**config.mk**
```make
export PLATFORM = sky130hd
export DESIGN_NAME = plot_port_arbiter
export DESIGN_NICKNAME = d
export VERILOG_FILES = /design/src/rtl/plot_arb_pkg.sv /design/src/rtl/plot_port_arbiter_rr_pick.sv /design/src/rtl/plot_port_arbiter.sv
export SDC_FILE = /design/constraint.sdc
export NUM_CORES = 1
export LEC_CHECK = 0
export ABC_AREA = 1
export BUFFER_PORTS_ARGS = -buffer_cell sky130_fd_sc_hd__buf_4
export CAP_MARGIN = 0
export CORE_MARGIN = 3
export CORE_UTILIZATION = 45
export CTS_CLUSTER_DIAMETER = 120
export DETAILED_ROUTE_END_ITERATION = 10
export HOLD_SLACK_MARGIN = 0.15
export PLACE_DENSITY = 0.78
export SLEW_MARGIN = 0
export SYNTH_ARGS = -nofsm -noshare
export SYNTH_HDL_FRONTEND = slang
export SYNTH_SLANG_ARGS = --single-unit
export TNS_END_PERCENT = 5
```
**constraint.sdc**
```tcl
create_clock -name clk -period 2.3 [get_ports clk]
set_clock_uncertainty 0.15 [all_clocks]
set_input_delay 0.115 -clock clk [delete_from_list [all_inputs] [get_ports clk]]
set_output_delay 0.115 -clock clk [all_outputs]
set_load 0.05 [all_outputs]
```
**src/rtl/plot_arb_pkg.sv**
```systemverilog
// Shared types and default geometry for the framebuffer write-port arbiter.
package plot_arb_pkg;

    typedef enum logic {
        S_IDLE  = 1'b0,
        S_BURST = 1'b1
    } arb_state_t;

    localparam int unsigned PLOT_X_W   = 8;
    localparam int unsigned PLOT_Y_W   = 7;
    localparam int unsigned PLOT_COL_W = 3;
    localparam int unsigned BC_W       = 16;

    localparam int unsigned SCREEN_W = 160;
    localparam int unsigned SCREEN_H = 120;

endpackage

```
**src/rtl/plot_port_arbiter_rr_pick.sv**
```systemverilog
// Combinational round-robin picker: first set request after last_winner, wrapping.
module rr_pick #(
    parameter int unsigned N  = 4,
    parameter int unsigned IW = $clog2(N)
) (
    input  logic [N-1:0]  req,
    input  logic [IW-1:0] last_winner,
    output logic [N-1:0]  onehot,
    output logic [IW-1:0] idx,
    output logic          any
);

    always_comb begin
        int unsigned cand;
        cand   = 0;
        onehot = '0;
        idx    = '0;
        any    = 1'b0;
        for (int unsigned i = 1; i <= N; i++) begin
            cand = (32'(last_winner) + i) % N;
            if (!any && req[IW'(cand)]) begin
                any    = 1'b1;
                idx    = IW'(cand);
                onehot = N'(1) << cand;
            end
        end
    end

endmodule

```
**src/rtl/plot_port_arbiter.sv**
```systemverilog
// Round-robin arbiter sharing the VGA framebuffer write port among N_REQ draw engines.
// Optional forced release of a stalled burst when PLOT_ARB_TIMEOUT_EN is defined.
module plot_port_arbiter
    import plot_arb_pkg::*;
#(
    parameter int unsigned N_REQ       = 4,
    parameter int unsigned X_W         = PLOT_X_W,
    parameter int unsigned Y_W         = PLOT_Y_W,
    parameter int unsigned COL_W       = PLOT_COL_W,
    parameter int unsigned TIMEOUT_CYC = 255
) (
    input  logic                   clk,
    input  logic                   reset,
    input  logic [N_REQ-1:0]       req,
    input  logic [N_REQ-1:0]       pix_valid,
    input  logic [N_REQ-1:0]       pix_last,
    input  logic [N_REQ*X_W-1:0]   pix_x,
    input  logic [N_REQ*Y_W-1:0]   pix_y,
    input  logic [N_REQ*COL_W-1:0] pix_colour,
    output logic [N_REQ-1:0]       grant,
    output logic [X_W-1:0]         vga_x,
    output logic [Y_W-1:0]         vga_y,
    output logic [COL_W-1:0]       vga_colour,
    output logic                   vga_plot,
    output logic                   busy,
    output logic [BC_W-1:0]        burst_count,
    output logic                   timeout_err
);

    localparam int unsigned IDX_W = $clog2(N_REQ);

    arb_state_t        state;
    logic [IDX_W-1:0]  last_winner;
    logic [N_REQ-1:0]  pick_onehot;
    logic [IDX_W-1:0]  pick_idx;
    logic              pick_any;

    logic [X_W-1:0]    eng_x   [N_REQ];
    logic [Y_W-1:0]    eng_y   [N_REQ];
    logic [COL_W-1:0]  eng_col [N_REQ];
    logic              cur_valid;
    logic              cur_last;

    for (genvar i = 0; i < N_REQ; i++) begin : g_unpack
        assign eng_x[i]   = pix_x[i*X_W +: X_W];
        assign eng_y[i]   = pix_y[i*Y_W +: Y_W];
        assign eng_col[i] = pix_colour[i*COL_W +: COL_W];
    end

    // last_winner doubles as the granted index while a burst is open
    assign cur_valid = pix_valid[last_winner];
    assign cur_last  = pix_last[last_winner];
    assign busy      = (state == S_BURST);

    rr_pick #(.N(N_REQ), .IW(IDX_W)) u_pick (
        .req         (req),
        .last_winner (last_winner),
        .onehot      (pick_onehot),
        .idx         (pick_idx),
        .any         (pick_any)
    );

`ifdef PLOT_ARB_TIMEOUT_EN
    localparam int unsigned TO_W = $clog2(TIMEOUT_CYC + 1);
    logic [TO_W-1:0] idle_cnt;
`else
    assign timeout_err = 1'b0;
`endif

    always_ff @(posedge clk or posedge reset) begin
        if (reset) begin
            state       <= S_IDLE;
            last_winner <= IDX_W'(N_REQ - 1);
            grant       <= '0;
            vga_x       <= '0;
            vga_y       <= '0;
            vga_colour  <= '0;
            vga_plot    <= 1'b0;
            burst_count <= '0;
`ifdef PLOT_ARB_TIMEOUT_EN
            idle_cnt    <= '0;
            timeout_err <= 1'b0;
`endif
        end else begin
            vga_plot <= 1'b0;
`ifdef PLOT_ARB_TIMEOUT_EN
            timeout_err <= 1'b0;
`endif
            case (state)
                S_IDLE: begin
                    if (pick_any) begin
                        grant       <= pick_onehot;
                        last_winner <= pick_idx;
                        burst_count <= '0;
                        state       <= S_BURST;
`ifdef PLOT_ARB_TIMEOUT_EN
                        idle_cnt    <= '0;
`endif
                    end
                end
                S_BURST: begin
                    if (cur_valid) begin
                        vga_x      <= eng_x[last_winner];
                        vga_y      <= eng_y[last_winner];
                        vga_colour <= eng_col[last_winner];
                        vga_plot   <= 1'b1;
                        if (burst_count != '1) begin
                            burst_count <= burst_count + BC_W'(1);
                        end
`ifdef PLOT_ARB_TIMEOUT_EN
                        idle_cnt <= '0;
`endif
                        if (cur_last) begin
                            grant <= '0;
                            state <= S_IDLE;
                        end
                    end
`ifdef PLOT_ARB_TIMEOUT_EN
                    // hung engine keeps last_winner, so it drops to the back of the rotation
                    else if (idle_cnt == TO_W'(TIMEOUT_CYC - 1)) begin
                        grant       <= '0;
                        timeout_err <= 1'b1;
                        state       <= S_IDLE;
                    end else begin
                        idle_cnt <= idle_cnt + TO_W'(1);
                    end
`endif
                end
                default: state <= S_IDLE;
            endcase
        end
    end

endmodule
```
# Yosys cells after proc, flatten, opt, wreduce, memory -nomap -nowiden
# Index checks and enable logic that the tools add are counted.
# Widths: inputs -> output; s select.
dict set report word_totals {
  regBits 42
  out_inout_bits 41
  inputBits 86
  wordCells 87
}
dict set report op_classes {
  eq_ne 5
  mux 47
  shifts 4
  magnitude_cmp 6
  reduce_logical 10
  n_addsub 5
  bitwise 2
}
# op n
set ops {}
lappend ops {{$mux 16} 3}
lappend ops {{$pmux 16 s2} 1}
lappend ops {{$mux 4} 7}
lappend ops {{$add 16x1->16 const B} 1}
lappend ops {{$bmux 8 s2} 1}
lappend ops {{$mux 8} 2}
lappend ops {{$ne 16x16->1 const B} 1}
lappend ops {{$shl 1x2->4 const A} 4}
lappend ops {{$lt 2x3->1 const B} 5}
lappend ops {{$mux 1} 15}
lappend ops {{$bmux 7 s2} 1}
lappend ops {{$mux 7} 2}
lappend ops {{$bmux 1 s2} 6}
lappend ops {{$mux 2} 4}
lappend ops {{$pmux 4 s2} 1}
lappend ops {{$bmux 3 s2} 1}
lappend ops {{$mux 3} 2}
lappend ops {{$ne 2x1->1 const B} 3}
lappend ops {{$reduce_and 3->1} 2}
lappend ops {{$add 2x1->2 const B} 2}
lappend ops {{$add 2x2->2 const B} 2}
lappend ops {{$reduce_and 2->1} 2}
lappend ops {{$ge 3x3->1 const B} 1}
lappend ops {{$logic_and 1x1->1} 3}
lappend ops {{other kinds (5)} 7}

# Depth between registers and ports, before layout
dict set report logic_depth {
  word_depth 15
  ltp_mapped 15
  depth_no_buf 11
}

# Cells and area by module
# Synthesis repeated with hierarchy kept, for this count alone.
dict set report unflattened {
  cells_unflattened 473
  area_unflattened_um2 3168.0
}
# mod seq_area_each_um2 area_each_um2 cells_each instances
set modules_own_cells {}
lappend modules_own_cells {plot_port_arbiter 1053.5 2605.0 391 1}
lappend modules_own_cells {rr_pick 0.0 563.0 82 1}

# Least setup slack after synthesis
# OpenSTA, ideal clock, no wires.
dict set report synth_timing {
  kind {register -> register}
  start {register last_winner[0]}
  end {register grant[0]}
  stages_incl_launch_ff 16
  setup_slack_ns -0.190
  arrival_ns 2.222
  period_less_slack_ns 2.490
  cell_sequence {dfstp_2 > inv_2 > buf_6 > buf_2 > buf_2 > ha_1 > inv_1 > nand3_2 > nand2_2 > buf_4 > nor2_1 > nand2_1 > nand2_1 > nand3_1 > nand2_1 > nand2_1}
}
dict set report synth_via {
  elab_chain_len 15
}
# item line
set synth_rtl {}
lappend synth_rtl {{start: declaration} plot_port_arbiter.sv:33} ;# logic [IDX_W-1:0] last_winner;
lappend synth_rtl {{start signal: assignment} plot_port_arbiter.sv:73} ;# last_winner <= IDX_W'(N_REQ - 1);
lappend synth_rtl {{start signal: assignment} plot_port_arbiter.sv:93} ;# last_winner <= pick_idx;
lappend synth_rtl {{$add 2x1->2} plot_port_arbiter_rr_pick.sv:20} ;# cand = (32'(last_winner) + i) % N;
lappend synth_rtl {{$bmux 1 s2} plot_port_arbiter_rr_pick.sv:21} ;# if (!any && req[IW'(cand)]) begin
lappend synth_rtl {{$mux 1 (implied by the code)} plot_port_arbiter_rr_pick.sv:21}
lappend synth_rtl {{$mux 1} plot_port_arbiter_rr_pick.sv:21}
lappend synth_rtl {{$logic_not 1->1} plot_port_arbiter_rr_pick.sv:21}
lappend synth_rtl {{$logic_and 1x1->1} plot_port_arbiter_rr_pick.sv:21}
lappend synth_rtl {{$mux 1} plot_port_arbiter_rr_pick.sv:21}
lappend synth_rtl {{$logic_not 1->1} plot_port_arbiter_rr_pick.sv:21}
lappend synth_rtl {{$logic_and 1x1->1} plot_port_arbiter_rr_pick.sv:21}
lappend synth_rtl {{$mux 1} plot_port_arbiter_rr_pick.sv:21}
lappend synth_rtl {{$logic_not 1->1} plot_port_arbiter_rr_pick.sv:21}
lappend synth_rtl {{$logic_and 1x1->1} plot_port_arbiter_rr_pick.sv:21}
lappend synth_rtl {{$mux 4 or $mux 1 (tied branches)} plot_port_arbiter_rr_pick.sv:21}
lappend synth_rtl {{$mux 4 or $ne 2x2->1 (tied branches)} -}
lappend synth_rtl {{$pmux 4 s2 or $reduce_and 3->1 (tied branches)} -}
lappend synth_rtl {{end signal: assignment} plot_port_arbiter.sv:92} ;# grant <= pick_onehot;
lappend synth_rtl {{end: declaration} plot_port_arbiter.sv:20} ;# output logic [N_REQ-1:0] grant,
# Several ways; a longest one is shown, not always the timed one. The select of a mux whose other input is x is not followed.
# A chain may end at the register's enable or synchronous reset.

# Worst setup path in the final report
dict set report layout_timing {
  start {register last_winner[0]}
  end {register vga_y[5]}
}
dict set report layout_via {
  elab_chain_len 4
}
# item line
set layout_rtl {}
lappend layout_rtl {{$not 2->3 (implied by the code)} plot_port_arbiter.sv:104} ;# vga_y <= eng_y[last_winner];
lappend layout_rtl {{$bmux 7 s2} plot_port_arbiter.sv:104}
lappend layout_rtl {{$mux 7 (implied by the code) (2 in series)} plot_port_arbiter.sv:104}
lappend layout_rtl {{end signal: assignment} plot_port_arbiter.sv:104}
lappend layout_rtl {{end: declaration} plot_port_arbiter.sv:22} ;# output logic [Y_W-1:0] vga_y,
# Several ways; a longest one is shown, not always the timed one. The select of a mux whose other input is x is not followed.

==> flow_summary.toml <==
[status]
outcome = "finished, final reports clean"

[finish]
syn2layout_area_growth_pct = 55.29
nFillCells = 463
layout.nets = 751
multi_input_area_um2 = 1857
final_cell_area_um2 = 4902
drive_above_1_share = 0.2557
n_antenna_cell = 0
fin_cells = 750
seqCellArea_um2 = 1054

[worst_setup_path]
start_kind = "flop"
reg2regPathDepth = 7
cp.required_ns = 2.39
critical-path-max-stage-delay_ns = 0.58
arrival_ns = 2.28
crit_fanout = 36
critPathSlowestCell = "dlygate4sd3_1"
r2r_setup_slack_ns = 0.11
cp-end-kind = "flop"
crit_path_frequent_cell = "nand2_1"
setup.worst_path.class = "reg -> reg"
r2r_start = "last_winner[0]"
critPathLaunch = "last_winner[0]"
crit_chain = "buf_4 > buf_12 > o21ai_1 > o22ai_1 > dlygate4sd3_1 > nand2_1 > nand2_1"
reg2reg_to = "vga_y[5]"

[power]
power_leakage_uw = 0.002491
power_density_nw_per_um2 = 1200
vdd_drop_max_mv = 0.7450

[cts]
clock-sinks = 42
cts_tree = "done"
cts_buffers = 5
clk_pin_slew_worst_paths_ns = 0.09
htreeDepth = 2
cts_buffer_depth = 2
cts_root_buffer = "clkbuf_8"
clk_latency_ns = 0.30

[synthesis]
synthTopCellsByArea = "dfrtp_1 (32%), nand2_1 (18%), o21ai_0 (7.9%), nor2_1 (7.5%), nand3_1 (6.3%)"
yosysSeqAreaShare = 0.3337
synth_area_leader_cell = "dfrtp_1"
synth-edff-count = 0
ys_ff_latch = 42
yosysTopAreaCellShare = 0.3171
yosysMostFrequentCell = "nand2_1"
syn_avg_cell_area_um2 = 6.618
ys_types = 31
netlist_instances = 477
yosysWarnings = 0
synthTopCellsByCount = "nand2_1 (151), nor2_1 (63), o21ai_0 (50)"
syn_area_um2 = 3157
synth_ff_type = "dfrtp_1"
async_flop_share = 1.000
syn_nets = 572

[hold_path]
min_to = "busy"
hold_path.class = "in -> reg"
hp-start = "pix_last[1]"
whs_path_depth = 6

[routing]
drt_wl_total_mm = 11.51
avgRoutedWirePerCell_um = 15.35
drtIter0Drc = 343
dr.pass1.iters = 5
ant_nets = 0
drc = 0
detail_route.vias_per_cell = 5.348
num_vias = 4011

[sta]
slew_headroom = 0.6466
drv_slew = 0
finalHoldViolCount = 0
fmax_ghz = 0.4565
rsz0062_at_grt = "no"
worst_pin_slew_ns = 0.5302
setup_tns_ns = 0
finalCriticalPeriod_ns = 2.190
fin_ws_ns = 0.1096
timing.final.crit_share = 0.9524
setup-violations-final = 0

[placed_design]
io_buffer_count = 125
postPlaceCellArea_um2 = 4180
pre_cts_ws_ns = 0.2243
hpwl_mm = 6.879
gp_congestion = 0.8583
dp_cells = 682

[global_routing]
grt_pass1_wl_mm = 18.70
grt_max_degree = 50
overflow = 0
grt_antenna_before_repair = 0
grtUsageTotal = 0.2782
grt_pass1_vias = 3987

[die]
initial_core_util = 0.4807
num_io_pins = 127
design.core.area_um2 = 6568
dieWidth_um = 89.76
num_rows = 29
die_height_um = 89.76
die_area_um2 = 8056

[flow_run]
maxCapViolations = 0
## layout by cell type, fill, tap and decap left out, types with 2 or more instances in the layout
cell,n
o22ai_1,18
clkinv_1,2
o21ai_1,4
inv_2,4
ha_1,8
a21oi_1,2
nor3_1,6
nand2_2,5
clkinv_2,2
nor2_4,3
nor2_1,62
dfstp_2,2
buf_12,2
inv_1,24
dlygate4sd3_1,60
nand4_1,11
nand2_4,3
xor2_1,6
o21ai_0,50
nand3_1,40
clkbuf_8,5
nand3_2,2
dfrtp_1,40
nand2_1,151
buf_4,135
## flip-flops by register name (all words and copies together), names as in the netlist
signal,flops
vga_x,8
vga_plot,1
last_winner,2
vga_y,7
vga_colour,3
grant,4
burst_count,16
busy,1
## per-stage QoR
stage	hold slack, ns	utilization	total power [uW]
detailed placement	0.1277	0.6365	4994
finish	0.1510	0.7464	5883
global placement	0.1203	0.6365	4895
global route	0.1918	0.7464	6274
floorplan	0.2067	-	4027
CTS	0.1548	0.7445	5719
## area by class of cell
cell class,count,area share
Inverter,30,0.02297
Sequential cell,42,0.2149
Clock buffer,5,0.01404
Timing Repair Buffer,197,0.3374
Clock inverter,3,0.008167
Multi-Input combinational cell,380,0.3788
Tap cell,93,0.02374
## worst max-delay path by stage
stage	end	slack, ns	depth (start not counted)
after floorplan	burst_count[10]	0.01	15
after global placement	burst_count[10]	0.29	11
after detailed placement	burst_count[6]	0.22	11
after CTS	vga_y[5]	0.06	7
after global routing	burst_count[6]	0.008	10
final	vga_y[5]	0.11	7
## critical path, delay by kind of cell, from the launching register on
family	cells	cell delay [ns]
AO/OA/AOI/OAI	2	0.29
buffers and inverters	3	1.02
flip-flops	1	0.55
AND/OR/NAND/NOR	2	0.12
## report_power, final
group / leakage [uW] / internal [uW] / switching (uW)
registers: 0.000541 / 999 / 180
clock network: 0.0000579 / 320 / 257
logic: 0.00189 / 1370 / 2760
total: 0.00249 / 2690 / 3200
## timing repair
action,4_1_cts,5_1_grt
hold buffers,60,0
resized for setup,0,3
buffers inserted,0,0
hold endpoints to repair,58,0
setup endpoints to repair,0,2
## cells by family (layout without fill, tap and decap cells)
kind of cell	Yosys count	count (layout)	share of synthesized area
buffers and inverters	55	235	0.08283
flip-flops	42	42	0.3337
other	1	1	0.001188
AO/OA/AOI/OAI	75	75	0.1268
AND/OR/NAND/NOR	288	288	0.4003
XOR/XNOR	7	7	0.01942
adder cells (fa/ha/maj)	9	9	0.03567
## layer usage
| metal | GRT usage | share of wire | vias up |
|---|---|---|---|
| met5 | 0 | 0 | - |
| met4 | 0.1111 | 0.035 | 0 |
| met3 | 0.08681 | 0.11 | 38 |
| met2 | 0.4687 | 0.48 | 252 |
| met1 | 0.3309 | 0.37 | 1804 |
| li1 | - | - | 1917 |
Note: power is estimated with default switching activity, not from simulation.
